File: src/rtl/io_input_port_if.sv
// CPU-side IO read bus for io_input_port: load address/strobe in, read data and
// change flag out.
interface io_input_port_if;
  logic [31:0] addr;
  logic        rd_en;
  logic [31:0] io_read_data;
  logic        changed;

  modport master (
    output addr,
    output rd_en,
    input  io_read_data,
    input  changed
  );

  modport slave (
    input  addr,
    input  rd_en,
    output io_read_data,
    output changed
  );
endinterface

File: src/rtl/io_input_port.sv
// Memory-mapped switch input block: 2-flop sync, per-port debounce, sticky change status.
// Define IO_INPUT_DEBOUNCE_EN to enable the DEBOUNCE_CYCLES counters; otherwise stable tracks s2 directly.
module io_input_port #(
  parameter int unsigned DEBOUNCE_CYCLES = 16
) (
  input  logic            clock,
  input  logic            resetn,
  input  logic [4:0]      in_port0,
  input  logic [4:0]      in_port1,
  io_input_port_if.slave  bus
);

  localparam logic [7:0] ADDR_PORT0  = 8'h80;
  localparam logic [7:0] ADDR_PORT1  = 8'h84;
  localparam logic [7:0] ADDR_STATUS = 8'h88;

  if ((DEBOUNCE_CYCLES < 2) || (DEBOUNCE_CYCLES > 65535)) begin : g_bad_cfg
    $error("io_input_port: DEBOUNCE_CYCLES out of range 2..65535");
  end

  logic [1:0][4:0] raw_s;
  logic [1:0][4:0] stable_s;
  logic [1:0]      accept_s;
  logic [1:0]      chg_r;
  logic            changed_r;
  logic            clear_s;
  logic [31:0]     read_data_s;
  logic            unused_addr_s;

  assign raw_s[0] = in_port0;
  assign raw_s[1] = in_port1;

  for (genvar p = 0; p < 2; p++) begin : g_port
    logic [4:0] s1_r;
    logic [4:0] s2_r;
    logic [4:0] stable_r;
    logic [4:0] stable_nxt_s;
    logic       accept_nxt_s;

    // two-flop synchronizer for the asynchronous switch input
    always_ff @(posedge clock or negedge resetn) begin
      if (!resetn) begin
        s1_r <= 5'd0;
        s2_r <= 5'd0;
      end else begin
        s1_r <= raw_s[p];
        s2_r <= s1_r;
      end
    end

`ifdef IO_INPUT_DEBOUNCE_EN
    localparam logic [15:0] LAST_CNT = 16'(DEBOUNCE_CYCLES - 1);

    logic [15:0] cnt_r;
    logic [15:0] cnt_nxt_s;

    // debounce: count consecutive mismatch cycles; a bounce back to stable restarts
    always_comb begin
      cnt_nxt_s    = cnt_r;
      stable_nxt_s = stable_r;
      accept_nxt_s = 1'b0;
      if (s2_r == stable_r) begin
        cnt_nxt_s = 16'd0;
      end else if (cnt_r == LAST_CNT) begin
        stable_nxt_s = s2_r;
        cnt_nxt_s    = 16'd0;
        accept_nxt_s = 1'b1;
      end else begin
        cnt_nxt_s = cnt_r + 16'd1;
      end
    end

    // debounce counter register
    always_ff @(posedge clock or negedge resetn) begin
      if (!resetn) begin
        cnt_r <= 16'd0;
      end else begin
        cnt_r <= cnt_nxt_s;
      end
    end
`else
    // no debounce: accept the synchronized value on every edge it differs
    always_comb begin
      stable_nxt_s = s2_r;
      accept_nxt_s = 1'b0;
      if (s2_r != stable_r) begin
        accept_nxt_s = 1'b1;
      end else begin
        accept_nxt_s = 1'b0;
      end
    end
`endif

    // accepted switch value register
    always_ff @(posedge clock or negedge resetn) begin
      if (!resetn) begin
        stable_r <= 5'd0;
      end else begin
        stable_r <= stable_nxt_s;
      end
    end

    assign stable_s[p] = stable_r;
    assign accept_s[p] = accept_nxt_s;
  end

  assign clear_s = bus.rd_en && (bus.addr[7:0] == ADDR_STATUS);

  // sticky change bits; a same-edge acceptance beats the read-clear
  always_ff @(posedge clock or negedge resetn) begin
    if (!resetn) begin
      chg_r <= 2'b00;
    end else begin
      for (int p = 0; p < 2; p++) begin
        if (accept_s[p]) begin
          chg_r[p] <= 1'b1;
        end else if (clear_s) begin
          chg_r[p] <= 1'b0;
        end else begin
          chg_r[p] <= chg_r[p];
        end
      end
    end
  end

  // registered summary flag, one edge behind the sticky bits
  always_ff @(posedge clock or negedge resetn) begin
    if (!resetn) begin
      changed_r <= 1'b0;
    end else begin
      changed_r <= |chg_r;
    end
  end

  // read mux decodes only the low address byte and ignores rd_en
  always_comb begin
    read_data_s = 32'd0;
    case (bus.addr[7:0])
      ADDR_PORT0:  read_data_s = {27'd0, stable_s[0]};
      ADDR_PORT1:  read_data_s = {27'd0, stable_s[1]};
      ADDR_STATUS: read_data_s = {30'd0, chg_r};
      default:     read_data_s = 32'd0;
    endcase
  end

  assign bus.io_read_data = read_data_s;
  assign bus.changed      = changed_r;
  assign unused_addr_s    = ^bus.addr[31:8];

endmodule
File: src/flat_wrapper.sv
// flat-port wrapper written by rule: the top's interface ports become plain ports
module io_input_port_flat 
#(
  parameter int unsigned DEBOUNCE_CYCLES = 16
)
  (clock, resetn, in_port0, in_port1, bus_addr, bus_rd_en, bus_io_read_data, bus_changed);
  io_input_port_if bus_i ();
  input  logic clock;
  input  logic resetn;
  input  logic [4:0] in_port0;
  input  logic [4:0] in_port1;
  input wire logic [$bits(bus_i.addr)-1:0] bus_addr;
  input wire logic [$bits(bus_i.rd_en)-1:0] bus_rd_en;
  output wire logic [$bits(bus_i.io_read_data)-1:0] bus_io_read_data;
  output wire logic [$bits(bus_i.changed)-1:0] bus_changed;
  assign bus_i.addr = bus_addr;
  assign bus_i.rd_en = bus_rd_en;
  assign bus_io_read_data = bus_i.io_read_data;
  assign bus_changed = bus_i.changed;
  io_input_port #(.DEBOUNCE_CYCLES(DEBOUNCE_CYCLES)) u_core (.clock(clock), .resetn(resetn), .in_port0(in_port0), .in_port1(in_port1), .bus(bus_i));
endmodule
File: config.mk
export PLATFORM = sky130hd
export DESIGN_NAME = io_input_port_flat
export DESIGN_NICKNAME = d
export VERILOG_FILES = /design/src/rtl/io_input_port_if.sv /design/src/rtl/io_input_port.sv /design/src/flat_wrapper.sv
export SDC_FILE = /design/constraint.sdc
export NUM_CORES = 1
export LEC_CHECK = 0
export ABC_AREA = 1
export BUFFER_PORTS_ARGS = -buffer_cell sky130_fd_sc_hd__buf_4
export CORE_MARGIN = 2
export CORE_UTILIZATION = 44
export DETAILED_ROUTE_END_ITERATION = 8
export HOLD_SLACK_MARGIN = 0.06
export PLACE_DENSITY = 0.76
export SYNTH_ARGS = -nofsm -noshare
export SYNTH_HDL_FRONTEND = slang
export SYNTH_SLANG_ARGS = --single-unit
File: constraint.sdc
create_clock -name clock -period 1.1 [get_ports clock]
set_clock_uncertainty 0.05 [all_clocks]
set_input_delay 0.22 -clock clock [delete_from_list [all_inputs] [get_ports clock]]
set_output_delay 0.22 -clock clock [all_outputs]
set_load 0.005 [all_outputs]
==> results.py <==
metrics = {
    "pwr": {
        "p_per_area_nw_per_um2": 1270,
        "peakVddDrop_mv": 0.923,
        "pwr-share-clk_pct": 35.2,
        "switching_share_pct": 22.0,
        "pwr-share-comb_pct": 9.8,
        "p_leak_nw": 1.01,
        "power_frac_seq_pct": 55.0,
        "p_sw_mw": 0.522,
        "power_mw": 2.37,
        "intPower_mw": 1.85,
    },
    "logic_synthesis": {
        "syn_inst": 153,
        "synth_top_area_cell": "dfrtp_1",
        "synth_top_cell_area_share_pct": 57.5,
        "synth_warnings": 0,
        "synth_area_leaders": "dfrtp_1 57%, buf_4 14%, nand2_1 9.7%",
        "ys_seq_elements": 33,
        "synth_cell_types": 14,
        "seq_area_frac_synth_pct": 57.5,
        "synthesis.area_um2": 1440,
        "avgSynthCellArea_um2": 9.39,
    },
    "sta": {
        "rsz0062_at_grt": "true",
        "timing.final.ws_setup_ns": -0.233,
        "timing.final.crit_period_ns": 1.33,
        "hold_viol": 0,
        "fmax_mhz": 750,
        "fin_crit_sh_pct": 121,
        "finalSetupViolCount": 5,
        "slew_violations": 0,
    },
    "route": {
        "wl_met3_um": 186,
        "detail-route-antenna-nets": 0,
        "avgViaCountPerCell": 4.14,
        "wl_met1_um": 911,
        "routed_wl_um": 2350,
        "wl_per_cell_um": 9.57,
        "vias": 1018,
        "drt_iter0_drc": 27,
        "dr_wl_met2_um": 1210,
        "drcViolationCount": 0,
        "top_layer": "met4",
        "drtPass1Iterations": 4,
    },
    "clock_network": {
        "clk_latency_ns": 0.32,
        "cts.htree.levels": 2,
        "clkTransAtPathRegs_ns": 0.09,
        "cts_buffers": 5,
        "clockRootBuffer": "clkbuf_4",
        "cts.sinks": 33,
        "clockBufferDepth": 2,
        "cts_tree": "yes",
    },
    "critical_path": {
        "r2r-end": "u_core.chg_r[0]$_DFFE_PN0P_",
        "path_max_fanout": 6,
        "worstSetupEndpointType": "output port",
        "critPathKind": "input port to output port",
        "r2r_slack_ns": 0.02,
        "cpPeakStageDelay_ns": 0.26,
        "r2r_start": "u_core.g_port[0].stable_r[4]$_DFF_PN0_",
        "critPathRequiredTime_ns": 0.83,
        "cp.arrival_ns": 1.06,
        "crit_path_start_kind": "input port",
        "crit_top_cell": "buf_6",
        "crit_chain": "buf_6 > or2_4 > nor2_4 > nand3_2 > nand2_2 > buf_6",
        "r2r_cells": 7,
        "cp_slowest_cell": "or2_4",
    },
    "global_route": {
        "antenna_found_initial": 0,
        "grt_util_all_layers_pct": 13.4,
        "grt_max_degree": 34,
        "grt_pass1_vias": 879,
        "grt_pass1_wl_um": 3530,
        "gr-total-overflow": 0,
    },
    "hold_path": {
        "hold_depth": 4,
        "hold_end": "u_core.chg_r[1]$_DFFE_PN0P_",
        "hold_class": "input port to flop",
        "hold_start": "bus_rd_en",
    },
    "floorplan": {
        "rows": 20,
        "die_area_um2": 3740,
        "coreArea_um2": 3080,
        "start_util_pct": 46.7,
        "die_x_um": 61.1,
        "fp.dieH_um": 61.1,
        "pin_count": 78,
    },
    "cells_and_area": {
        "multi_input_area_um2": 438,
        "syn2layout_area_growth_pct": 29.9,
        "layout-drive-gt1-share_pct": 26.2,
        "most-common-layout-cells": "35 x nand2_1, 33 x dfrtp_1, 27 x conb_1",
        "fillers": 277,
        "layout.nets": 247,
        "diodes": 0,
        "seq_area_um2": 826,
        "layout_commonest_cell": "nand2_1",
    },
    "run_status": {
        "status": "finished, violations left",
        "violations": "setup timing",
    },
    "place": {
        "place_congestion": 0.804,
        "hpwl_um": 1560,
        "pre_cts_ws_ns": -0.304,
        "io_buffers": 26,
    },
    "job": {
        "cap_violations": 0,
    },
}
metrics by stage:
step | TNS [ns] | utilization, % | cell area, µm² | hold slack [ns] | instances
final | -1.08 | 60.6 | 1870 | 0.158 | 246
after global routing | -1.46 | 60.6 | 1870 | 0.169 | 246
after CTS | -0.991 | 59.2 | 1820 | 0.149 | 245
after detailed placement | -1.75 | 51.7 | 1590 | 0.131 | 223
after global placement | -1.64 | 51.7 | 1590 | 0.124 | 223
after floorplan | -0.0729 | - | 1540 | -0.126 | 179
worst max path at each step:
stage	startpoint	slack, ns	cells past startpoint	end
final	bus_addr[5]	-0.23	6	bus_io_read_data[3]
after floorplan	bus_addr[5]	-0.02	5	bus_io_read_data[1]
after detailed placement	bus_addr[5]	-0.30	6	bus_io_read_data[0]
after CTS	bus_addr[5]	-0.22	6	bus_io_read_data[0]
after global routing	bus_addr[5]	-0.29	6	bus_io_read_data[4]
after global placement	bus_addr[5]	-0.29	6	bus_io_read_data[0]
critical path, delay by kind of cell:
family	cells	cell delay (ns)
and+or+nand+nor	4	0.66
buffers and inverters	2	0.18
power groups by stage:
stage / registers [mW] / clock network [mW] / logic, mW
detailed placement: 1.33 / 0 / 0.175
global placement: 1.32 / 0 / 0.170
CTS: 1.30 / 0.859 / 0.221
finish: 1.30 / 0.834 / 0.232
floorplan: 1.32 / 0 / 0.155
global route: 1.31 / 0.910 / 0.263
Yosys cell counts:
cell type and instances:
inv_1 26, nand4_1 2, nand3_2 2, nor2_1 6, nand3_1 14, buf_4 27, nand2_1 37, or2_4 1
o21ai_0 1, nor2_4 1, dfrtp_1 33, buf_6 1, conb_1 1, or2_2 1
state kept, by name (all words and copies together), names as in the netlist:
name                    cells
u_core.g_port.stable_r     10
u_core.g_port.s1_r         10
u_core.chg_r                2
u_core.bus.changed          1
u_core.g_port.s2_r         10
cells by family after synthesis:
group | count (synthesis) | synth area share [%]
simple gates | 64 | 20.2
flops | 33 | 57.5
other cells | 1 | 0.261
buf+inv | 54 | 21.7
compound gates | 1 | 0.348
what timing repair did:
item | in CTS | in global routing
setup endpoints to repair | 6 | 8
buffers inserted | 3 | 1
pin swaps | 4 | 3
resized for setup | 5 | 11
hold buffers | 11 | 0
hold endpoints to repair | 43 | 0
gates cloned | 1 | 0
per-layer routing:
metal	up-vias	GRT usage [%]
li1	500	-
met1	474	15.0
met2	37	21.9
met3	7	6.09
met4	0	6.21
met5	-	0
cell type report:
cell class	count	area share, %
clock buffers	5	2.01
clock inverters	2	1.88
inverters	26	5.23
multi-input cells	93	23.5
flip-flops and latches	33	44.3
well taps	44	2.95
repair buffers	43	20.2
(Power assumes the default switching activity.)
